## src/rtl/lsu_dcache_arbiter_pkg.sv

```systemverilog
// Shared definitions for the LSU D-cache arbiter: FSM state encoding,
// request-type tag and the word-address compare helper.
package lsu_dcache_arbiter_pkg;

   typedef enum logic [1:0] {
      ST_IDLE   = 2'd0,
      ST_LDWAIT = 2'd1,
      ST_STWAIT = 2'd2
   } arb_state_e;

   typedef enum logic {
      REQ_LOAD  = 1'b0,
      REQ_STORE = 1'b1
   } req_type_e;

   // Widest physical address the compare helper accepts; callers zero-extend.
   localparam int MAX_ADDR_W = 64;

   // True when two byte addresses fall in the same 32-bit word.
   function automatic logic same_word(input logic [MAX_ADDR_W-1:0] a,
                                      input logic [MAX_ADDR_W-1:0] b);
      return ((a ^ b) >> 2) == '0;
   endfunction

endpackage

```

## src/rtl/lsu_arb_age_cnt.sv

```systemverilog
// Saturating starvation counter for the LSU D-cache arbiter.
// Counts load grants made while a store waits; only instantiated when
// LSU_ARB_STARVE_GUARD_EN is defined.
module lsu_arb_age_cnt #(
   parameter int LIMIT = 4
) (
   input  logic clk,
   input  logic rst,
   input  logic ld_grant,
   input  logic st_grant,
   input  logic st_pending,
   output logic starved
);

   localparam int CW = $clog2(LIMIT + 1);

   logic [CW-1:0] cnt;

   // Count load grants while a store is pending; clear once the store is served or leaves.
   always_ff @(posedge clk) begin
      if (rst) begin
         cnt <= '0;
      end else if (st_grant || !st_pending) begin
         cnt <= '0;
      end else if (ld_grant && (cnt != CW'(LIMIT))) begin
         cnt <= cnt + CW'(1);
      end
   end

   assign starved = (cnt == CW'(LIMIT));

endmodule

```

## src/rtl/lsu_dcache_arbiter.sv

```systemverilog
// Single-port D-cache request arbiter between the load and store buffers.
// Grants one requester per transaction, tracks the single outstanding access
// and steers the response back to its owner; a flush squashes load data in flight.
// Optional feature: define LSU_ARB_STARVE_GUARD_EN to bound how many loads may
// overtake a waiting store (STARVE_LIMIT).
module lsu_dcache_arbiter
   import lsu_dcache_arbiter_pkg::*;
#(
   parameter int ADDR_W       = 32,
   parameter int DATA_W       = 32,
   parameter int STARVE_LIMIT = 4
) (
   input  logic                Clk,
   input  logic                Rest,
   input  logic                ArbStop,
   input  logic                ArbFlash,
   // load buffer request
   input  logic                LbReqAble,
   input  logic [1:0]          LbReqMat,
   input  logic [2:0]          LbReqPtr,
   input  logic [ADDR_W-1:0]   LbReqPAddr,
   output logic                LbReqSuccess,
   // load response
   output logic                LbBackAble,
   output logic [2:0]          LbBackPtr,
   output logic [DATA_W-1:0]   LbBackDate,
   // store buffer request
   input  logic                SbReqAble,
   input  logic [1:0]          SbReqMat,
   input  logic [2:0]          SbReqPtr,
   input  logic [ADDR_W-1:0]   SbReqPAddr,
   input  logic [DATA_W-1:0]   SbReqDate,
   input  logic [DATA_W/8-1:0] SbReqWstrb,
   output logic                SbReqSuccess,
   // store completion
   output logic                SbBackAble,
   output logic [2:0]          SbBackPtr,
   // D-cache request port
   output logic                DcdReqAble,
   output logic                DcdReqWrite,
   output logic [1:0]          DcdReqMat,
   output logic [ADDR_W-1:0]   DcdReqPAddr,
   output logic [DATA_W-1:0]   DcdReqDate,
   output logic [DATA_W/8-1:0] DcdReqWstrb,
   input  logic                DcdReqReady,
   // D-cache response port
   input  logic                DcdRespAble,
   input  logic [DATA_W-1:0]   DcdRespDate,
   output logic                ArbBusy
);

   arb_state_e state;
   logic [2:0] owner_ptr;
   logic       squash;
   logic       busy_q;
   logic       grant_ok;
   logic       accept;
   logic       starve_hit;
   logic       resp_ld;
   req_type_e  winner;

`ifdef LSU_ARB_STARVE_GUARD_EN
   lsu_arb_age_cnt #(
      .LIMIT (STARVE_LIMIT)
   ) u_age_cnt (
      .clk        (Clk),
      .rst        (Rest),
      .ld_grant   (LbReqSuccess),
      .st_grant   (SbReqSuccess),
      .st_pending (SbReqAble),
      .starved    (starve_hit)
   );
`else
   assign starve_hit = 1'b0;
`endif

   // Pick the winner and drive the D-cache request straight from it.
   always_comb begin
      // NOTE: every signal gets a default first so no path through the block infers a latch.
      DcdReqAble   = 1'b0;
      DcdReqWrite  = 1'b0;
      DcdReqMat    = '0;
      DcdReqPAddr  = '0;
      DcdReqDate   = '0;
      DcdReqWstrb  = '0;
      grant_ok     = (state == ST_IDLE) && !Rest && !ArbFlash && !ArbStop;
      // A store to the same word as a waiting load goes first to keep memory order.
      winner       = (SbReqAble && (!LbReqAble || starve_hit ||
                      same_word(MAX_ADDR_W'(LbReqPAddr), MAX_ADDR_W'(SbReqPAddr))))
                     ? REQ_STORE : REQ_LOAD;
      if (grant_ok && (LbReqAble || SbReqAble)) begin
         DcdReqAble = 1'b1;
         if (winner == REQ_STORE) begin
            DcdReqWrite = 1'b1;
            DcdReqMat   = SbReqMat;
            DcdReqPAddr = SbReqPAddr;
            DcdReqDate  = SbReqDate;
            DcdReqWstrb = SbReqWstrb;
         end else begin
            DcdReqMat   = LbReqMat;
            DcdReqPAddr = LbReqPAddr;
         end
      end
      accept       = DcdReqAble && DcdReqReady;
      LbReqSuccess = accept && (winner == REQ_LOAD);
      SbReqSuccess = accept && (winner == REQ_STORE);
   end

   // Steer the D-cache response to its owner; squashed or flushed load data is dropped.
   always_comb begin
      resp_ld    = (state == ST_LDWAIT) && DcdRespAble && !Rest;
      LbBackAble = resp_ld && !squash && !ArbFlash;
      LbBackPtr  = LbBackAble ? owner_ptr : '0;
      LbBackDate = LbBackAble ? DcdRespDate : '0;
      SbBackAble = (state == ST_STWAIT) && DcdRespAble && !Rest;
      SbBackPtr  = SbBackAble ? owner_ptr : '0;
   end

   // Transaction sequencer: latch the owner on acceptance, release on its response.
   always_ff @(posedge Clk) begin
      // NOTE: state registers use non-blocking assignments so every read sees the pre-edge value.
      if (Rest) begin
         state     <= ST_IDLE;
         owner_ptr <= '0;
         squash    <= 1'b0;
         busy_q    <= 1'b0;
      end else begin
         case (state)
            ST_IDLE: begin
               if (accept) begin
                  owner_ptr <= (winner == REQ_STORE) ? SbReqPtr : LbReqPtr;
                  state     <= (winner == REQ_STORE) ? ST_STWAIT : ST_LDWAIT;
                  busy_q    <= 1'b1;
               end
            end
            ST_LDWAIT: begin
               if (DcdRespAble) begin
                  state  <= ST_IDLE;
                  squash <= 1'b0;
                  busy_q <= 1'b0;
               end else if (ArbFlash) begin
                  squash <= 1'b1;
               end
            end
            ST_STWAIT: begin
               // Committed stores always complete; a flush has no effect here.
               if (DcdRespAble) begin
                  state  <= ST_IDLE;
                  busy_q <= 1'b0;
               end
            end
            default: begin
               state  <= ST_IDLE;
               squash <= 1'b0;
               busy_q <= 1'b0;
            end
         endcase
      end
   end

   assign ArbBusy = busy_q;

endmodule

```

## config.mk

```make
export PLATFORM = sky130hd
export DESIGN_NAME = lsu_dcache_arbiter
export DESIGN_NICKNAME = d
export VERILOG_FILES = /design/src/rtl/lsu_dcache_arbiter_pkg.sv /design/src/rtl/lsu_arb_age_cnt.sv /design/src/rtl/lsu_dcache_arbiter.sv
export SDC_FILE = /design/constraint.sdc
export NUM_CORES = 1
export LEC_CHECK = 0
export CAP_MARGIN = 20
export CORE_AREA = 2 2 102 104
export DETAILED_ROUTE_END_ITERATION = 10
export DIE_AREA = 0 0 104 106
export DONT_BUFFER_PORTS = 1
export PLACE_DENSITY_LB_ADDON = 0.15
export REMOVE_ABC_BUFFERS = 1
export SLEW_MARGIN = 10
export SYNTH_ARGS = -nofsm -noshare
export SYNTH_HDL_FRONTEND = slang
export SYNTH_SLANG_ARGS = --single-unit
```

## constraint.sdc

```tcl
create_clock -name Clk -period 6.3 [get_ports Clk]
set_clock_uncertainty 0.2 [all_clocks]
set_input_delay 1.26 -clock Clk [delete_from_list [all_inputs] [get_ports Clk]]
set_output_delay 1.26 -clock Clk [all_outputs]
set_load 0.1 [all_outputs]
```

==> metrics.csv, run 1 <==
metric,value,unit
synthToLayoutAreaGrowth,47.4,%
clkPwrFrac,24.0,%
crit_path_start_kind,input port,
yosysWarnings,0,
ios,265,
ys_types,29,
drt-pass1-iter-count,4,
period_share,75.9,%
top_usage_layer,met2,
layout_commonest_cell,and2_1,
dp_hpwl,6.10,mm
globalRoute.totalOverflow,0,
final_cell_mix,"and2_1 (73), buf_4 (72), mux2i_1 (38)",
regArea,140,µm²
syn_area_per_cell,7.24,µm²
ys_ff_latch,7,
slew_violations,0,
synth_top_family_by_area,simple AND/OR/NAND/NOR gates,
max_slew_margin,33.2,%
io_buffers,0,
p_leak,1.25,nW
grtUsageTotal,11.1,%
worstPathRequired,4.84,ns
min_period,4.78,ns
row_count,37,
htreeDepth,1,
postRouteAntennaNets,0,
multi_input_area,1650,µm²
internal-power,0.137,mW
seq_area_frac_synth,7.80,%
synth-edff-count,0,
grt_util_met2,22.3,%
syn_inst,248,
drt-initial-drc-count,34,
gp_congestion,0.755,
peakVddDrop,0.0319,mV
combPwrFrac,56.6,%
cts_buffers,3,
met3_usage,2.15,%
max_freq,209,MHz
crit_path_end_kind,output pin,
grt_pass1_wl,9.74,mm
crit_fanout,37,
fin_setup_tns,0,ns
outcome,finished clean,
crit_type,in2out,
grt_max_degree,38,
core,10000,µm²
synth-simple-area-share,43.9,%
vias,1955,
final_net_count,465,
cts_setup_buffers,0,
ctsResizeCount,0,
antenna_found_initial,1,
ys.flop_type,dfxtp_1,
cts_hold_buf,0,
rsz0062_at_grt,false,
die_h,106,µm
drc_errors,0,
met1_usage,11.4,%
cts_tree,yes,
total_power,0.261,mW
netSwitchingFraction,47.6,%
cts_sinks,7,
final_util,26.5,%
synth_adder_area_share,2.09,%
dieArea,11000,µm²
die_x,104,µm
root_buffer,clkbuf_8,
min-delay-path-class,reg2reg,
wl,6.93,mm
async_flop_share,0,%
hold_viol,0,
path_clk_slew,0.04,ns
drive_above_1_share,38.9,%
cap_violations,0,
syn_area,1800,µm²
nFillCells,1059,
finalSetupViolCount,0,
synth_mux_area_share,21.2,%
synth_compound_area_share,4.74,%
synth_xor_xnor_area_share,14.6,%
power.density,98.6,nW/µm²
cts.path.max_buffers,2,
clk_latency,0.23,ns
seqPwrFrac,19.4,%
start_util,18.0,%
switchingPower,0.124,mW
vias_per_cell,4.36,
arrival,3.32,ns
tightest_slew,1.01,ns
wl_per_cell,15.5,µm
grt_pass1_vias,1868,
-- cell usage after synthesis, drive strengths merged (2+ instances only) --
cell type  instances  share of area, %
and2              73                25
nand2              2              0.42
clkbuf             7               1.5
nand4              7               2.4
nor2              42               9.6
xnor2             30                15
mux2i             38                21
buf                9               2.9
nor4               2               1.4
nor2b              2              0.70
and3               4               1.4
a211oi             4               1.7
ha                 3               2.1
a21oi              4               1.7
dfxtp              7               7.8
inv                6               1.3
-- worst max-delay path, cell delays in order --
cell and delay [ns]:
xnor2_1 0.16, nand4_1 0.15, nor4_2 0.45, a21oi_4 0.25, nor2_4 0.49, and2_1 0.23
buf_4 0.30
-- metal layers --
metal / wire length [µm] / part of all wire, % / vias up
li1: - / - / 939
met2: 3740 / 54 / 162
met5: 0 / 0 / -
met1: 2380 / 34 / 846
met4: 117 / 1.7 / 0
met3: 692 / 10 / 8
-- power by group through the flow --
stage | Combinational, mW | Sequential [mW] | Clock [mW]
2_1_floorplan | 0.118 | 0.0509 | 0
3_3_place_gp | 0.147 | 0.0515 | 0
3_5_place_dp | 0.147 | 0.0515 | 0
4_1_cts | 0.148 | 0.0507 | 0.0658
5_1_grt | 0.155 | 0.0508 | 0.0686
6_report | 0.148 | 0.0507 | 0.0626
-- area by class of cell --
| type | count | share of cell area [%] |
|---|---|---|
| diodes | 1 | 0.0945 |
| clock buffers | 4 | 1.70 |
| inverters | 6 | 0.851 |
| multi-input cells | 219 | 62.5 |
| flip-flops and latches | 7 | 5.29 |
| well taps | 136 | 6.43 |
| repair buffers | 75 | 23.2 |
-- registers in the layout, summed over array words and instances (netlist names) --
name	flops
state	2
ArbBusy	1
squash	1
owner_ptr	3
-- cells by family (layout without fill, tap and decap cells) --
| kind of cell | Yosys count | in the layout |
|---|---|---|
| AOI/OAI and AO/OA | 11 | 11 |
| xor gates and xnor gates | 30 | 30 |
| adders and majority gates | 3 | 3 |
| buffers and inverters | 22 | 85 |
| DFF | 7 | 7 |
| muxes | 38 | 38 |
| other | 0 | 1 |
| and+or+nand+nor | 137 | 137 |
-- through the flow --
step | cell area, µm² | setup WS, ns | std cells | hold WS [ns]
floorplan | 1720 | 0.437 | 232 | 0.247
global placement | 2570 | 1.30 | 442 | 0.262
detailed placement | 2570 | 1.27 | 442 | 0.261
CTS | 2620 | 1.27 | 446 | 0.266
global route | 2650 | 1.29 | 448 | 0.291
finish | 2650 | 1.52 | 448 | 0.267
-- final timing paths --
check,start,end,slack [ns],depth (start not counted)
hold / removal,state[1],state[1],0.27,2
hold reg to reg,state[1],state[1],0.27,2
setup reg to reg,state[0],state[1],3.60,9
setup / recovery,SbReqPAddr[10],DcdReqDate[24],1.52,7
No activity file was read; power rests on OpenSTA's default activity.
==> run 2: changes to the inputs <==
--- a/config.mk
+++ b/config.mk
@@ -5,6 +5,7 @@
 export SDC_FILE = /design/constraint.sdc
 export NUM_CORES = 1
 export LEC_CHECK = 0
+export ABC_AREA = 1
 export CAP_MARGIN = 20
 export CORE_AREA = 2 2 102 104
 export DETAILED_ROUTE_END_ITERATION = 10
==> constraint.sdc (replaced) <==
create_clock -name Clk -period 4.3 [get_ports Clk]
set_clock_uncertainty 0.2 [all_clocks]
set_input_delay 0.86 -clock Clk [delete_from_list [all_inputs] [get_ports Clk]]
set_output_delay 0.86 -clock Clk [all_outputs]
set_load 0.1 [all_outputs]
==> metrics.csv, run 2 <==
metric,value,unit,change
grtUsageTotal,13.7,%,was 11.1%
async_flop_share,0,%,unchanged
die_h,106,µm,unchanged
regToRegSetupSlack,2.26,ns,was 3.60 ns
crit_type,in2out,,unchanged
seq_area_frac_synth,6.91,%,was 7.80%
cts_buffers,3,,unchanged
power.density,108,nW/µm²,was 98.6 nW/µm²
cts_sinks,7,,unchanged
ys_top_cells_by_area,"nor2_1 (22%), inv_1 (17%), nor2_2 (8.9%)",,"was and2_1 (25%), mux2i_1 (21%), xnor2_1 (15%)"
crit_path_end_kind,output pin,,unchanged
min_period,3.84,ns,
min-delay-path-class,reg2reg,,unchanged
grt_pass1_wl,12.5,mm,was 9.74 mm
dpl_cell_area,3660,µm²,was 2570 µm²
drt-pass1-iter-count,4,,unchanged
wl,8.23,mm,was 6.93 mm
final_cell_mix,"nor2_2 (105), inv_1 (94), buf_4 (79)",,"was and2_1 (73), buf_4 (72), mux2i_1 (38)"
netlist_top_cells_count,"nor2_1 (121), inv_1 (94), nand2_1 (45)",,"was and2_1 (73), nor2_1 (40), mux2i_1 (38)"
worstPathRequired,3.24,ns,was 4.84 ns
max_freq,260,MHz,
die_x,104,µm,unchanged
root_buffer,clkbuf_8,,unchanged
crit_path_start_kind,input port,,unchanged
gp_congestion,0.794,,was 0.755
crit_top_cell,nand2_1,,
ctsResizeCount,0,,unchanged
postRouteAntennaNets,0,,unchanged
core,10000,µm²,unchanged
cap_violations,0,,unchanged
path_clk_slew,0.04,ns,about the same
cts_hold_buf,0,,unchanged
cts.path.max_buffers,2,,unchanged
vias_per_cell,4.12,,was 4.36
grt_pass1_vias,2595,,"was 1,868"
nFillCells,1097,,"was 1,059"
hold_viol,0,,unchanged
total_power,0.400,mW,was 0.261 mW
syn_area,2030,µm²,was 1800 µm²
reg_top3,"owner_ptr (3), state (2)",,unchanged
ys.flop_type,dfxtp_1,,unchanged
crit_fanout,37,,unchanged
antenna_found_initial,0,,was 1
syn_inst,409,,was 248
htreeDepth,1,,unchanged
rsz0062_at_grt,false,,unchanged
slowest_stage,nand2_4,,was nor2_4
slowest_delay,0.37,ns,was 0.49 ns
top_register,owner_ptr,,unchanged
drt-initial-drc-count,88,,was 34
period_share,89.3,%,
finalSetupViolCount,0,,unchanged
dp_hpwl,7.07,mm,was 6.10 mm
outcome,finished clean,,unchanged
grt_max_degree,38,,unchanged
yosysMostFrequentCell,nor2_1,,was and2_1
final_util,37.1,%,was 26.5%
stdcell_area,3710,µm²,was 2650 µm²
ys_types,28,,was 29
synthToLayoutAreaGrowth,82.7,%,was 47.4%
fin_setup_tns,0,ns,unchanged
start_util,20.3,%,was 18.0%
io_buffers,0,,unchanged
syn_area_per_cell,4.96,µm²,was 7.24 µm²
p_leak,1.86,nW,was 1.25 nW
drive_above_1_share,46.8,%,was 38.9%
arrival,2.78,ns,was 3.32 ns
synth-edff-count,0,,unchanged
vias,2677,,"was 1,955"
wl_per_cell,12.7,µm,was 15.5 µm
ys_ff_latch,7,,unchanged
r2r_cells,10,,was 9
row_count,37,,unchanged
whs,0.284,ns,was 0.267 ns
max_slew_margin,35.6,%,was 33.2%
clk_latency,0.23,ns,about the same
ios,265,,unchanged
diodes,0,,was 1
tightest_slew,0.965,ns,was 1.01 ns
synth_top_area_cell,nor2_1,,was and2_1
final_net_count,667,,was 465
peakVddDrop,0.0955,mV,was 0.0319 mV
cts_setup_buffers,0,,unchanged
globalRoute.totalOverflow,0,,unchanged
drc_errors,0,,unchanged
cp_cell_sequence,xnor2_1 -> nand2_1 -> nor2_1 -> nand2_1 -> nor2_1 -> nand2_1 -> nand2_2 -> nand2_4 -> clkinv_4 -> nand2_4 -> nor2_2 -> buf_12,,was xnor2_1 -> nand4_1 -> nor4_2 -> a21oi_4 -> nor2_4 -> and2_1 -> buf_4
synth_top_area_share,22.4,%,was 25.4%
largest_reg_flops,3,,unchanged
dieArea,11000,µm²,unchanged
hold-path-cell-count,2,,unchanged
cts_tree,yes,,unchanged
yosysWarnings,0,,unchanged
slew_violations,0,,unchanged
layout_commonest_cell,nor2_2,,was and2_1
==> run 2: cell types whose count changed in the layout (fill, tap and decap cells not counted), moves of 7 or more <==
cell / before / now
nor2_1: 6 / 45
nand2_1: 2 / 45
nor2_2: 34 / 105
buf_4: 72 / 79
nand3_1: 1 / 8
buf_12: 1 / 37
mux2i_1: 38 / 0
o21ai_0: 0 / 35
and2_1: 73 / 0
inv_1: 6 / 94
xnor2_1: 30 / 20
==> run 2: layout make-up <==
| type | instances | area (µm²) | area share, % |
|---|---|---|---|
| Clock buffer | 3 | 41.3 | 1.11 |
| Clock inverter | 1 | 5.00 | 0.135 |
| Inverter | 99 | 377 | 10.2 |
| Multi-Input combinational cell | 286 | 1620 | 43.6 |
| Sequential cell | 7 | 140 | 3.78 |
| Tap cell | 136 | 170 | 4.59 |
| Timing Repair Buffer | 117 | 1360 | 36.7 |
==> run 2: per-layer routing <==
| layer | GRT usage (%) | vias up | part of all wire, % |
|---|---|---|---|
| met2 | 26.6 | 114 | 55 |
| met5 | 0 | - | 0 |
| met1 | 14.2 | 1166 | 35 |
| li1 | - | 1391 | - |
| met3 | 5.76 | 6 | 10 |
| met4 | 1.16 | 0 | 0.60 |
==> run 2: kinds of logic (layout without fill, tap and decap cells) <==
| group | Yosys count | in the layout | synth area share (%) |
|---|---|---|---|
| AOI/OAI and AO/OA | 46 | 46 | 11.5 |
| buffers and inverters | 116 | 220 | 24.0 |
| xor gates and xnor gates | 24 | 24 | 10.4 |
| and+or+nand+nor | 213 | 213 | 45.4 |
| DFF | 7 | 7 | 6.90 |
| adders and majority gates | 3 | 3 | 1.85 |
==> run 2: critical path, delay by kind of cell <==
| family | cells | cell delay, ns |
|---|---|---|
| buffers and inverters | 2 | 0.43 |
| XOR/XNOR | 1 | 0.13 |
| AND/OR/NAND/NOR | 9 | 1.32 |
==> run 2: where the power goes <==
| part | leakage (nW) | switching (mW) | internal (mW) |
|---|---|---|---|
| Combinational | 1.78 | 0.172 | 0.0664 |
| Clock | 0.0255 | 0.0295 | 0.0628 |
| Sequential | 0.0566 | 0.00285 | 0.0665 |
==> run 2: stage by stage <==
step | instances | worst slack [ns]
finish | 649 | 0.458
global route | 649 | 0.181
CTS | 649 | 0.385
detailed placement | 645 | 0.391
global placement | 645 | 0.379
floorplan | 392 | -1.39
==> run 2: worst paths after layout <==
path                        from             end
setup / recovery  SbReqPAddr[10]  DcdReqDate[12]
hold / removal          state[1]        state[1]
setup reg to reg        state[0]        state[0]
hold reg to reg         state[1]        state[1]
